**config.mk**
```make
export PLATFORM = sky130hd
export DESIGN_NAME = fp_normalizer
export DESIGN_NICKNAME = d
export VERILOG_FILES = /design/src/rtl/fp_pkg.sv /design/src/rtl/fp_round.sv /design/src/rtl/fp_normalizer.sv
export SDC_FILE = /design/constraint.sdc
export NUM_CORES = 1
export LEC_CHECK = 0
export CORE_MARGIN = 10
export CORE_UTILIZATION = 37
export CTS_CLUSTER_SIZE = 10
export DETAILED_ROUTE_END_ITERATION = 7
export DONT_BUFFER_PORTS = 1
export GPL_TIMING_DRIVEN = 0
export PLACE_DENSITY = 0.48
export SYNTH_ARGS = -nofsm -noshare
export SYNTH_HDL_FRONTEND = slang
export SYNTH_SLANG_ARGS = --single-unit
```
**constraint.sdc**
```tcl
create_clock -name clk -period 4.65 [get_ports clk]
set_input_delay 0.93 -clock clk [delete_from_list [all_inputs] [get_ports clk]]
set_output_delay 0.93 -clock clk [all_outputs]
set_load 0.01 [all_outputs]
```
**src/rtl/fp_pkg.sv**
```systemverilog
// Shared definitions for the floating-point normalize/round path:
// FSM encoding, format constants, mantissa field positions and flag indices.
package fp_pkg;

    typedef enum logic [1:0] {
        IDLE  = 2'd0,
        SHIFT = 2'd1,
        ROUND = 2'd2,
        DONE  = 2'd3
    } state_t;

    localparam logic [7:0] EXP_MAX = 8'hFF;
    localparam int         BIAS    = 127;

    // Raw mantissa layout: {carry, hidden, frac[22:0], guard, sticky}
    localparam int CARRY_BIT  = 26;
    localparam int HIDDEN_BIT = 25;
    localparam int FRAC_MSB   = 24;
    localparam int FRAC_LSB   = 2;
    localparam int GUARD_BIT  = 1;
    localparam int STICKY_BIT = 0;

    localparam int FLAG_OVF  = 3;
    localparam int FLAG_UNF  = 2;
    localparam int FLAG_INX  = 1;
    localparam int FLAG_ZERO = 0;

    localparam logic [3:0] ZERO_FLAGS = 4'b0001 << FLAG_ZERO;

endpackage

```
**src/rtl/fp_round.sv**
```systemverilog
// Combinational round-to-nearest-even incrementer on a normalized (or denormal)
// mantissa; a carry out of the hidden bit renormalizes and bumps the exponent.
module fp_round
    import fp_pkg::*;
(
    input  logic              [25:0] mant,
    input  logic signed       [9:0]  exponent,
    output logic              [23:0] rounded_sig,
    output logic signed       [9:0]  rounded_exp,
    output logic                     inexact,
    output logic                     carry
);

    logic        round_up;
    logic [24:0] sum;

    always_comb begin
        round_up    = mant[GUARD_BIT] & (mant[STICKY_BIT] | mant[FRAC_LSB]);
        inexact     = mant[GUARD_BIT] | mant[STICKY_BIT];
        sum         = {1'b0, mant[HIDDEN_BIT:FRAC_LSB]} + {24'd0, round_up};
        carry       = sum[24];
        // On carry the low bit is necessarily zero, so the right shift is exact.
        rounded_sig = carry ? sum[24:1] : sum[23:0];
        rounded_exp = exponent + $signed({9'd0, carry});
    end

endmodule

```
**src/rtl/fp_normalizer.sv**
```systemverilog
// Multi-cycle normalize-and-round stage for the FP add/sub result: one-bit-per-cycle
// left normalization, single right shift on carry-out, RNE rounding, valid/ready out.
module fp_normalizer
    import fp_pkg::*;
(
    input  logic        clk,
    input  logic        reset,
    input  logic        in_valid,
    output logic        in_ready,
    input  logic        sign_in,
    input  logic [7:0]  exp_in,
    input  logic [26:0] mant_in,
    output logic        out_valid,
    input  logic        out_ready,
    output logic [31:0] result,
    output logic [3:0]  fp_flags
);

    state_t state, next_state;

    logic              sign_q;
    logic signed [9:0] exp_q;
    logic [26:0]       mant_q;

    logic [23:0]       rnd_sig;
    logic signed [9:0] rnd_exp;
    logic              rnd_inexact;
    logic              rnd_carry_unused;
    logic [7:0]        exp_field;
    logic [31:0]       round_result;
    logic [3:0]        round_flags;

    // NOTE: sequential state uses non-blocking assignments so every register
    // samples pre-edge values regardless of process ordering.
    always_ff @(posedge clk or posedge reset) begin
        if (reset) state <= IDLE;
        else       state <= next_state;
    end

    // NOTE: every always_comb output gets a default first so no path infers a latch.
    always_comb begin
        next_state = state;
        case (state)
            IDLE:  if (in_valid) next_state = (exp_in == EXP_MAX) ? DONE : SHIFT;
            SHIFT: begin
                if (mant_q == 27'd0)
                    next_state = DONE;
                else if (mant_q[CARRY_BIT] || mant_q[HIDDEN_BIT] || exp_q <= 10'sd1)
                    next_state = ROUND;
            end
            ROUND: next_state = DONE;
            DONE:  if (out_ready) next_state = IDLE;
            default: next_state = IDLE;
        endcase
    end

    always_comb begin
        in_ready  = (state == IDLE);
        out_valid = (state == DONE);
    end

    fp_round u_round (
        .mant        (mant_q[25:0]),
        .exponent    (exp_q),
        .rounded_sig (rnd_sig),
        .rounded_exp (rnd_exp),
        .inexact     (rnd_inexact),
        .carry       (rnd_carry_unused)
    );

    // Denormals leave SHIFT with exp=1; a clear hidden bit after rounding means field 0.
    always_comb begin
        exp_field             = rnd_sig[23] ? rnd_exp[7:0] : 8'd0;
        round_flags           = '0;
        round_flags[FLAG_INX] = rnd_inexact;
        if (rnd_exp >= 10'sd255) begin
            round_result          = {sign_q, EXP_MAX, 23'd0};
            round_flags[FLAG_OVF] = 1'b1;
            round_flags[FLAG_INX] = 1'b1;
        end else begin
            round_result           = {sign_q, exp_field, rnd_sig[22:0]};
            round_flags[FLAG_UNF]  = (exp_field == 8'd0) && rnd_inexact;
            round_flags[FLAG_ZERO] = (rnd_sig == 24'd0);
        end
    end

    always_ff @(posedge clk or posedge reset) begin
        if (reset) begin
            sign_q   <= 1'b0;
            exp_q    <= '0;
            mant_q   <= '0;
            result   <= '0;
            fp_flags <= '0;
        end else begin
            case (state)
                IDLE: if (in_valid) begin
                    sign_q <= sign_in;
                    exp_q  <= (exp_in == 8'd0) ? 10'sd1 : $signed({2'b00, exp_in});
                    mant_q <= mant_in;
                    if (exp_in == EXP_MAX) begin
                        result   <= {sign_in, EXP_MAX, mant_in[FRAC_MSB:FRAC_LSB]};
                        fp_flags <= '0;
                    end
                end
                SHIFT: begin
                    if (mant_q == 27'd0) begin
                        result   <= {sign_q, 31'd0};
                        fp_flags <= ZERO_FLAGS;
                    end else if (mant_q[CARRY_BIT]) begin
                        mant_q <= {1'b0, mant_q[26:2], mant_q[GUARD_BIT] | mant_q[STICKY_BIT]};
                        exp_q  <= exp_q + 10'sd1;
                    end else if (!mant_q[HIDDEN_BIT] && exp_q > 10'sd1) begin
                        // Sticky stays put; the guard position refills with zero.
                        mant_q <= {1'b0, mant_q[24:1], 1'b0, mant_q[STICKY_BIT]};
                        exp_q  <= exp_q - 10'sd1;
                    end
                end
                ROUND: begin
                    result   <= round_result;
                    fp_flags <= round_flags;
                end
                default: ;
            endcase
        end
    end

endmodule
```
==> flow_summary_export.csv <==
group,metric,value,unit
clock_tree,cts_htree_levels,3,
route,wl,18.1,mm
global_route,grt.busiest_layer,"met1",
timing,worst_pin_slew,0.797,ns
synthesis,synth_commonest_cells,"nor2_1, dfrtp_1, nand2_1",
synthesis,synthCells,646,
setup_path,rr_startpoint,"mant_q[1]$_DFFE_PP0P_",
clock_tree,clkTransAtPathRegs,0.06,ns
setup_path,crit_path_end_kind,"flip-flop",
placed_design,dp_hpwl,13.6,mm
synthesis,yosysTopAreaCell,"dfrtp_1",
die,std_cell_rows,43,
run_status,outcome,"finished clean",
global_route,grt_use_met1,0.264,
die,die_w,139,µm
route,wire_per_inst,21.5,µm
setup_path,cp.arrival,4.51,ns
setup_path,cp.required,4.87,ns
timing,fin_crit_sh,0.922,
setup_path,critical_path_class,"flip-flop to flip-flop",
die,start_util,0.379,
die,core_area,13900,µm²
synthesis,synth-seq-cells,76,
timing,period_needed,4.29,ns
cells_and_area,areaGrowthSynthToFinish,10.9,%
timing,slew_violations,0,
placed_design,dpl_cell_area,5500,µm²
global_route,overflow,0,
die,die-area,19400,µm²
route,postRouteAntennaNets,0,
clock_tree,clkSinkCount,76,
route,dr.pass1.iters,5,
min_path,worstHoldPathType,"input port to asynchronous set/reset pin",
timing,tns,0,ns
die,die_y,139,µm
placed_design,dp_slack,-0.226,ns
placed_design,routabilityCongestion,0.926,
synthesis,yosys_warnings,0,
synthesis,yosysMostFrequentCell,"nor2_1",
clock_tree,clk_latency,0.34,ns
global_route,grt_max_degree,42,
setup_path,rr_worst_depth,17,
synthesis,ys_seq_area_frac,0.362,
setup_path,worst_r2r_endpoint,"result[0]$_DFFE_PP0P_",
synthesis,ys_top_cells_by_area,"dfrtp_1, nor2_1, a21oi_1, mux2i_1, o21ai_0",
clock_tree,cts_made_buffers,9,
clock_tree,ctsHoldBuffers,0,
cells_and_area,nets,709,
timing,rsz0062_at_grt,"false",
global_route,track_usage,0.185,
cells_and_area,fin_area,5830,µm²
global_route,grt_pass1_wl,28.9,mm
clock_tree,root_buffer,"clkbuf_16",
placed_design,io_buffers,0,
global_route,antenna_found_initial,0,
synthesis,synth_flop_cell,"dfrtp_1",
timing,worst_slack,0.362,ns
timing,relSlewSlack,0.468,
route,via_per_inst,5.89,
pwr,vdd_ir_drop_max,0.286,mV
timing,final-hold-violation-count,0,
job,drv_cap,0,
global_route,use_met2,0.263,
setup_path,r2r_slack,0.36,ns
setup_path,cp-start-kind,"flip-flop",
pwr,p_leak,2.28,nW
clock_tree,cts_tree,"built",
route,drt_iter0_drc,373,
synthesis,synth_top_area_frac,0.362,
global_route,grt_util_met3,0.0490,
die,io_pins,78,
synthesis,syn_avg_cell_area,8.14,µm²
cells_and_area,fin_util,0.420,
cells_and_area,drive_gt1_frac,0.0919,
timing,timing.fmax,233,MHz
route,drt_drc_violations_left,0,
synthesis,synth_nets,696,
clock_tree,clock_tree.buffer_depth,2,
setup_path,path_max_fanout,10,
route,vias,4972,
cells_and_area,antenna_cells,0,
pwr,p_per_area,811,nW/µm²
synthesis,synth_edf_count,0,
synthesis,async_flop_share,1.00,
synthesis,synth_area,5260,µm²
timing,clock_skew,0.00357,ns
timing,whs,0.474,ns
synthesis,synth.distinct_cells,65,
timing,setup_violations,0,
global_route,grt_pass1_vias,4741,
registers in the layout, indices dropped and copies added, names as in the netlist:
name	cells
result	32
exp_q	10
sign_q	1
fp_flags	4
mant_q	27
state	2
worst max path at each step:
| stage | slack, ns | end | start | cells after the start |
|---|---|---|---|---|
| CTS | 0.08 | result[0]$_DFFE_PP0P_ | mant_q[1]$_DFFE_PP0P_ | 17 |
| global route | 0.09 | result[0]$_DFFE_PP0P_ | mant_q[1]$_DFFE_PP0P_ | 17 |
| finish | 0.36 | result[0]$_DFFE_PP0P_ | mant_q[1]$_DFFE_PP0P_ | 17 |
| global placement | -0.17 | result[0]$_DFFE_PP0P_ | mant_q[1]$_DFFE_PP0P_ | 17 |
| floorplan | 0.87 | result[23]$_DFFE_PP0P_ | mant_q[1]$_DFFE_PP0P_ | 16 |
| detailed placement | -0.23 | result[0]$_DFFE_PP0P_ | mant_q[1]$_DFFE_PP0P_ | 17 |
final cells by class:
| cell class | count | area, µm² |
|---|---|---|
| Multi-Input combinational cell | 495 | 3030 |
| Clock buffer | 10 | 239 |
| Clock inverter | 6 | 63.8 |
| Inverter | 15 | 62.6 |
| Buffer | 60 | 275 |
| Fill cell | 1489 | 8050 |
| Timing Repair Buffer | 2 | 27.5 |
| Sequential cell | 76 | 1900 |
| Tap cell | 180 | 225 |
cells in the final DEF, fill, tap and decap left out, types with 5 or more instances in the layout:
| master | netlist | layout |
|---|---|---|
| nor2_1 | 86 | 86 |
| dfrtp_1 | 76 | 76 |
| nand2_1 | 64 | 64 |
| a21oi_1 | 57 | 57 |
| o21ai_0 | 51 | 51 |
| clkbuf_1 | 36 | 36 |
| mux2i_1 | 26 | 26 |
| nand3_1 | 21 | 20 |
| nor4_1 | 15 | 15 |
| nand4_1 | 14 | 14 |
| nor3_1 | 13 | 13 |
| inv_1 | 14 | 12 |
| buf_2 | 12 | 12 |
| a31oi_1 | 11 | 11 |
| xnor2_1 | 11 | 11 |
| xor2_1 | 10 | 10 |
| ha_1 | 10 | 10 |
| o22a_1 | 9 | 9 |
| clkbuf_16 | 0 | 9 |
| a221oi_1 | 9 | 8 |
| a221o_1 | 8 | 8 |
| and4_1 | 7 | 7 |
| a32oi_1 | 7 | 7 |
| buf_4 | 5 | 6 |
| or2_2 | 6 | 6 |
| and3_1 | 5 | 5 |
metal layers:
layer / wire (µm) / share of wire / up-vias
met5: 0 / 0 / -
li1: - / - / 2377
met1: 8640 / 0.48 / 2429
met2: 7680 / 0.42 / 146
met3: 1530 / 0.084 / 20
met4: 276 / 0.015 / 0
per-stage QoR:
| stage | total power, mW | cells |
|---|---|---|
| after floorplan | 3.19 | 646 |
| final | 4.73 | 844 |
| after global routing | 5.13 | 844 |
| after global placement | 3.96 | 826 |
| after CTS | 4.74 | 844 |
| after detailed placement | 4.00 | 827 |
critical path, cell delays in order, from the launching register on:
cell and delay, ns:
dfrtp_1 0.36, buf_2 0.23, and2_1 0.16, ha_1 0.24, nand3_2 0.20, nor4_4 0.24, nand3_2 0.22, clkinvlp_4 0.22
ha_1 0.22, ha_1 0.23, nand2_1 0.07, or4_1 0.47, o211ai_1 0.15, a41oi_1 0.20, or2_4 0.32, buf_6 0.16
a221oi_2 0.39, nor2_1 0.09
timing repair:
item                       in CTS  in global routing
resized for setup               0                  3
setup endpoints to repair      20                 15
buffers inserted                1                  0
pin swaps                       1                  0
cloned                          0                  0
kinds of logic (layout without fill, tap and decap cells):
family	Yosys count	after routing	share of synthesized area
AOI/OAI and AO/OA	183	183	0.226
xor gates and xnor gates	21	21	0.0350
adders and majority gates	10	10	0.0238
buffers and inverters	75	93	0.0631
DFF	76	76	0.362
muxes	29	29	0.0559
and+or+nand+nor	252	252	0.235
power breakdown:
part	internal [mW]	switching (mW)
sequential	0.994	0.316
clock	0.429	0.295
combinational	0.921	1.77
No activity file was read; power rests on OpenSTA's default activity.
